==> src/rtl/ps2_pkg.sv <==
// Shared PS/2 definitions: receiver FSM encoding, frame geometry and the
// scan codes the keyboard character buffer also decodes.
package ps2_pkg;

  typedef enum logic [1:0] {
    ST_IDLE   = 2'd0,
    ST_DATA   = 2'd1,
    ST_PARITY = 2'd2,
    ST_STOP   = 2'd3
  } state_t;

  localparam int PS2_FRAME_BITS = 11;

  localparam logic [7:0] KEY_BREAK  = 8'hF0;
  localparam logic [7:0] KEY_EXT    = 8'hE0;
  localparam logic [7:0] KEY_LSHIFT = 8'h12;
  localparam logic [7:0] BAT_OK     = 8'hAA;
  localparam logic [7:0] ACK        = 8'hFA;

  // PS/2 uses odd parity: data plus parity bit must hold an odd number of ones.
  function automatic logic parity_ok(input logic [7:0] data, input logic par);
    return ^{data, par};
  endfunction

endpackage

==> src/rtl/ps2_sync_filter.sv <==
// Two-flop synchroniser plus a run-length glitch filter for one PS/2 line.
// fall is a one-cycle pulse in the cycle the filtered level first reads low.
module ps2_sync_filter #(
  parameter int FILTER_LEN = 4
) (
  input  logic clk,
  input  logic rst,
  input  logic raw,
  output logic filt,
  output logic fall
);

  localparam int CW = (FILTER_LEN > 1) ? $clog2(FILTER_LEN) : 1;

  logic          meta;
  logic          sync;
  logic [CW-1:0] run_cnt;

  // The filtered level flips on the FILTER_LEN-th consecutive differing sample.
  always_ff @(posedge clk) begin
    if (rst) begin
      meta    <= 1'b1;
      sync    <= 1'b1;
      filt    <= 1'b1;
      run_cnt <= '0;
      fall    <= 1'b0;
    end else begin
      meta <= raw;
      sync <= meta;
      fall <= 1'b0;
      if (sync == filt) begin
        run_cnt <= '0;
      end else if (run_cnt == CW'(FILTER_LEN - 1)) begin
        filt    <= sync;
        run_cnt <= '0;
        fall    <= ~sync;
      end else begin
        run_cnt <= run_cnt + 1'b1;
      end
    end
  end

endmodule

==> src/rtl/ps2_rx.sv <==
// PS/2 device-to-host receiver: filters the line clock, deserialises 11-bit
// frames and emits each good byte as a one-cycle code/code_valid write.
//
//   state     | meaning
//   ----------+------------------------------------------------
//   ST_IDLE   | waiting for a start bit (data low on a fall)
//   ST_DATA   | shifting in 8 data bits, LSB first
//   ST_PARITY | capturing the odd-parity bit
//   ST_STOP   | capturing the stop bit, then evaluating the frame
module ps2_rx
  import ps2_pkg::*;
#(
  parameter int FILTER_LEN     = 4,
  parameter int TIMEOUT_CYCLES = 50000
) (
  input  logic       clk,
  input  logic       rst,
  input  logic       ps2_clk,
  input  logic       ps2_data,
  output logic [7:0] code,
  output logic       code_valid,
  output logic       parity_err,
  output logic       frame_err,
  output logic       busy
);

  localparam int TW = $clog2(TIMEOUT_CYCLES);

  logic          clk_filt;
  logic          fall;
  logic          data_meta;
  logic          data_sync;

  state_t        state, state_nx;
  logic [2:0]    bit_cnt, bit_cnt_nx;
  logic [7:0]    shift, shift_nx;
  logic          parity_bit, parity_nx;
  logic [TW-1:0] tmo_cnt, tmo_nx;
  logic          tmo_hit;
  logic [7:0]    code_nx;
  logic          code_valid_nx;
  logic          parity_err_nx;
  logic          frame_err_nx;

  ps2_sync_filter #(
    .FILTER_LEN(FILTER_LEN)
  ) u_clk_filter (
    .clk  (clk),
    .rst  (rst),
    .raw  (ps2_clk),
    .filt (clk_filt),
    .fall (fall)
  );

  // Data only needs synchronising: it is sampled mid-bit, long after it settles.
  always_ff @(posedge clk) begin
    if (rst) begin
      data_meta <= 1'b1;
      data_sync <= 1'b1;
    end else begin
      data_meta <= ps2_data;
      data_sync <= data_meta;
    end
  end

  always_ff @(posedge clk) begin
    if (rst) begin
      state      <= ST_IDLE;
      bit_cnt    <= '0;
      shift      <= '0;
      parity_bit <= 1'b0;
      tmo_cnt    <= '0;
      code       <= '0;
      code_valid <= 1'b0;
      parity_err <= 1'b0;
      frame_err  <= 1'b0;
    end else begin
      state      <= state_nx;
      bit_cnt    <= bit_cnt_nx;
      shift      <= shift_nx;
      parity_bit <= parity_nx;
      tmo_cnt    <= tmo_nx;
      code       <= code_nx;
      code_valid <= code_valid_nx;
      parity_err <= parity_err_nx;
      frame_err  <= frame_err_nx;
    end
  end

  assign tmo_hit = (tmo_cnt == TW'(TIMEOUT_CYCLES - 1));

  always_comb begin
    state_nx      = state;
    bit_cnt_nx    = bit_cnt;
    shift_nx      = shift;
    parity_nx     = parity_bit;
    code_nx       = code;
    code_valid_nx = 1'b0;
    parity_err_nx = 1'b0;
    frame_err_nx  = 1'b0;
    tmo_nx        = (state == ST_IDLE || fall) ? '0 : tmo_cnt + 1'b1;

    case (state)
      ST_IDLE: begin
        if (fall) begin
          if (!data_sync) begin
            bit_cnt_nx = '0;
            state_nx   = ST_DATA;
          end else begin
            frame_err_nx = 1'b1;
          end
        end
      end
      ST_DATA: begin
        if (fall) begin
          shift_nx   = {data_sync, shift[7:1]};
          bit_cnt_nx = bit_cnt + 3'd1;
          if (bit_cnt == 3'd7) state_nx = ST_PARITY;
        end
      end
      ST_PARITY: begin
        if (fall) begin
          parity_nx = data_sync;
          state_nx  = ST_STOP;
        end
      end
      ST_STOP: begin
        if (fall) begin
          state_nx = ST_IDLE;
          // A bad stop bit trumps parity: the frame boundary itself is suspect.
          if (!data_sync) begin
            frame_err_nx = 1'b1;
          end else if (!parity_ok(shift, parity_bit)) begin
            parity_err_nx = 1'b1;
          end else begin
            code_nx       = shift;
            code_valid_nx = 1'b1;
          end
        end
      end
      default: state_nx = ST_IDLE;
    endcase

    if (state != ST_IDLE && !fall && tmo_hit) begin
      state_nx     = ST_IDLE;
      frame_err_nx = 1'b1;
      tmo_nx       = '0;
    end
  end

  assign busy = (state != ST_IDLE);

endmodule

==> config.mk <==
export PLATFORM = sky130hd
export DESIGN_NAME = ps2_rx
export DESIGN_NICKNAME = d
export VERILOG_FILES = /design/src/rtl/ps2_pkg.sv /design/src/rtl/ps2_sync_filter.sv /design/src/rtl/ps2_rx.sv
export SDC_FILE = /design/constraint.sdc
export NUM_CORES = 1
export LEC_CHECK = 0
export CORE_MARGIN = 2
export CORE_UTILIZATION = 46
export DETAILED_ROUTE_END_ITERATION = 10
export GPL_ROUTABILITY_DRIVEN = 0
export GPL_TIMING_DRIVEN = 0
export PLACE_DENSITY = 0.71
export SYNTH_ARGS = -nofsm -noshare
export SYNTH_HDL_FRONTEND = slang
export SYNTH_SLANG_ARGS = --single-unit
==> constraint.sdc <==
create_clock -name clk -period 2 [get_ports clk]
set_input_delay 0.4 -clock clk [delete_from_list [all_inputs] [get_ports clk]]
set_output_delay 0.4 -clock clk [all_outputs]
set_load 0.03 [all_outputs]
==> flow_summary.json <==
{
  "grt_usage": 0.151,
  "hp-class": "reg2reg",
  "crit_chain": "inv_1, ha_4, inv_2, dlygate4sd2_1",
  "syn_to_final_growth_pct": 15.0,
  "ir_drop_v": 0.000399,
  "place_ws_ns": -0.229,
  "fin_area_mm2": 0.00247,
  "die_width_um": 72.3,
  "crit_fanout": 5,
  "clk_pin_slew_ns": 0.08,
  "totalWireLength_um": 3580,
  "max_slew_margin": 0.697,
  "max_cap_viol_count": 0,
  "cts_root_buffer": "clkbuf_8",
  "final_nets": 269,
  "netlist_area_mm2": 0.00215,
  "h-tree-depth": 2,
  "tritoncts": "built",
  "p_leak_nw": 0.839,
  "clockBufferDepth": 2,
  "critical_path_buf_inv_count": 3,
  "synthCells": 233,
  "clk_latency_ns": 0.29,
  "path_delay_family": "buffers and inverters",
  "slew_viol_final": 0,
  "cp-start-kind": "register",
  "place_area_mm2": 0.00236,
  "hold_buffers": 0,
  "synthTopCellsByArea": "dfxtp_1 (46%), ha_1 (5.8%), xnor2_1 (5.3%), nor2_1 (4.5%), mux2i_1 (4.2%)",
  "synth.distinct_cells": 37,
  "wl_per_cell_um": 11.7,
  "port_buffers": 15,
  "coreArea_mm2": 0.00441,
  "syn_nets": 247,
  "yosysTopAreaCell": "dfxtp_1",
  "slowest_stage": "dfxtp_1",
  "drc": 0,
  "ant_nets": 0,
  "p_per_area_mw_per_mm2": 626,
  "drt_iter0_markers": 31,
  "diodes": 0,
  "setup_viol": 0,
  "cp.arrival_ns": 1.49,
  "ios": 16,
  "yosysTopAreaCellShare": 0.457,
  "ff2ff_setup_slack_ns": 0.15,
  "fillers": 424,
  "power_w": 0.00155,
  "cts_buffers": 5,
  "yosys_warnings": 0,
  "rows": 24,
  "dr.pass1.iters": 4,
  "grt_pass1_wl_um": 6200,
  "ys_seq_area_frac": 0.457,
  "vias": 1544,
  "fmax_ghz": 0.530,
  "syn_avg_cell_area_um2": 9.22,
  "ys_ff_latch": 49,
  "hold_viol": 0,
  "routed_via_density": 5.05,
  "dieArea_mm2": 0.00523,
  "endpoint_kind": "output port",
  "grt_antenna_before_repair": 0,
  "drive_gt1_frac": 0.0669,
  "die_h_um": 72.3,
  "crit_type": "reg2out",
  "period_minus_slack_ns": 1.89,
  "cp_slowest_stage_delay_ns": 0.39,
  "min_period_over_period": 0.943,
  "max_slew.worst_pin.slew_ns": 0.455,
  "required_ns": 1.60,
  "rsz0062_at_grt": "no",
  "cts_sinks": 49,
  "clock_skew_ns": 0.0105,
  "grt_max_degree": 14,
  "initial_core_util": 0.487,
  "dpl.hpwl_um": 2480,
  "setup_ws_ns": 0.114,
  "grt_overflow": 0,
  "status": "finished clean",
  "grt_pass1_vias": 1398
}
layout make-up:
type                            instances  area (um^2)  area share
Sequential cell                        49          981       0.397
Multi-Input combinational cell        165         1110       0.451
Timing Repair Buffer                   16          156      0.0633
Inverter                                8         30.0      0.0122
Buffer                                 10         50.0      0.0203
Clock buffer                            5         68.8      0.0278
Clock inverter                          1         5.00     0.00203
Tap cell                               52         65.1      0.0263
cell usage in the layout (no fill, tap or decap), types with 3 or more instances in the layout:
cell type and n:
xnor2_1 13, nor3_1 3, xor2_1 10, inv_1 7
or2_1 4, nand2b_1 12, ha_1 9, nand2_1 20
nor2b_1 4, nor4b_1 3, a21oi_1 13, clkbuf_8 5
clkdlybuf4s50_1 14, nand4_1 6, nand3_1 12, nor2_1 26
mux2i_1 9, clkbuf_1 6, dfxtp_1 49
final timing paths:
kind,start,to,cells after the start
worst max-delay path,state[0],busy,4
worst max register to register,state[0],tmo_cnt[4],7
worst min register to register,data_meta,data_sync,1
worst min-delay path,data_meta,data_sync,1
routing by layer:
metal	GRT usage	vias up	routed length [um]
met5	0	-	0
met4	0.0566	0	57
met3	0.0417	5	121
met2	0.236	19	1560
met1	0.198	702	1850
li1	-	818	-
where the power goes:
part / switching [W] / total [W] / internal, W / leakage (nW)
Clock: 0.000290 / 0.000521 / 0.000230 / 0.0399
Combinational: 0.0000220 / 0.0000409 / 0.0000189 / 0.404
Sequential: 0.00000439 / 0.000986 / 0.000981 / 0.396
Total: 0.000317 / 0.00155 / 0.00123 / 0.839
cells in the mapped netlist:
cell and number:
or4_1 1, a2111oi_0 1, xnor2_1 13, buf_1 1, clkbuf_1 7, nand4_1 6, ha_1 10, nand2b_1 12
nor4bb_1 1, a31oi_1 1, mux2i_1 9, or2b_1 2, inv_1 7, buf_2 2, nor4b_1 3, xor2_1 10
o21ai_1 1, buf_6 1, or2_1 4, o21ai_0 1, o221ai_1 1, dfxtp_1 49, nor2b_4 1, nor2b_1 4
a211o_1 1, nand2_1 20, a21oi_1 13, nor3_1 3, inv_2 1, or3_1 1, nor4_1 1, nor2_1 26
nand3_1 13, and4_1 3, and2_1 1, xnor3_1 1, and3_1 1
logic make-up after synthesis:
group	count (synthesis)	synth area share
mux	9	0.0419
flops	49	0.457
compound gates	19	0.0501
buf+inv	19	0.0379
fa+ha+maj	10	0.0582
xor+xnor	24	0.104
simple gates	103	0.251
repair_timing:
action	in CTS	in global routing
endpoints found under the hold margin	0	0
pin swaps	0	1
setup endpoints to repair	11	12
resized for setup	3	6
buffers inserted	0	1
metrics by stage:
stage / std cells / setup TNS (ns) / hold slack, ns / util
5_1_grt: 306 / 0 / 0.436 / 0.560
3_5_place_dp: 300 / -2.17 / 0.392 / 0.535
2_1_floorplan: 233 / 0 / 0.383 / -
6_report: 306 / 0 / 0.417 / 0.560
3_3_place_gp: 300 / -2.30 / 0.388 / 0.535
4_1_cts: 305 / 0 / 0.415 / 0.552
flip-flops by register name, indices dropped and copies added (netlist names):
register	cells
tmo_cnt	16
code	8
code_valid	1
shift	8
data_sync	1
u_clk_filter.meta	1
bit_cnt	3
parity_err	1
parity_bit	1
u_clk_filter.fall	1
u_clk_filter.sync	1
state	2
u_clk_filter.filt	1
frame_err	1
u_clk_filter.run_cnt	2
data_meta	1
Note: power is estimated with default switching activity, not from simulation.
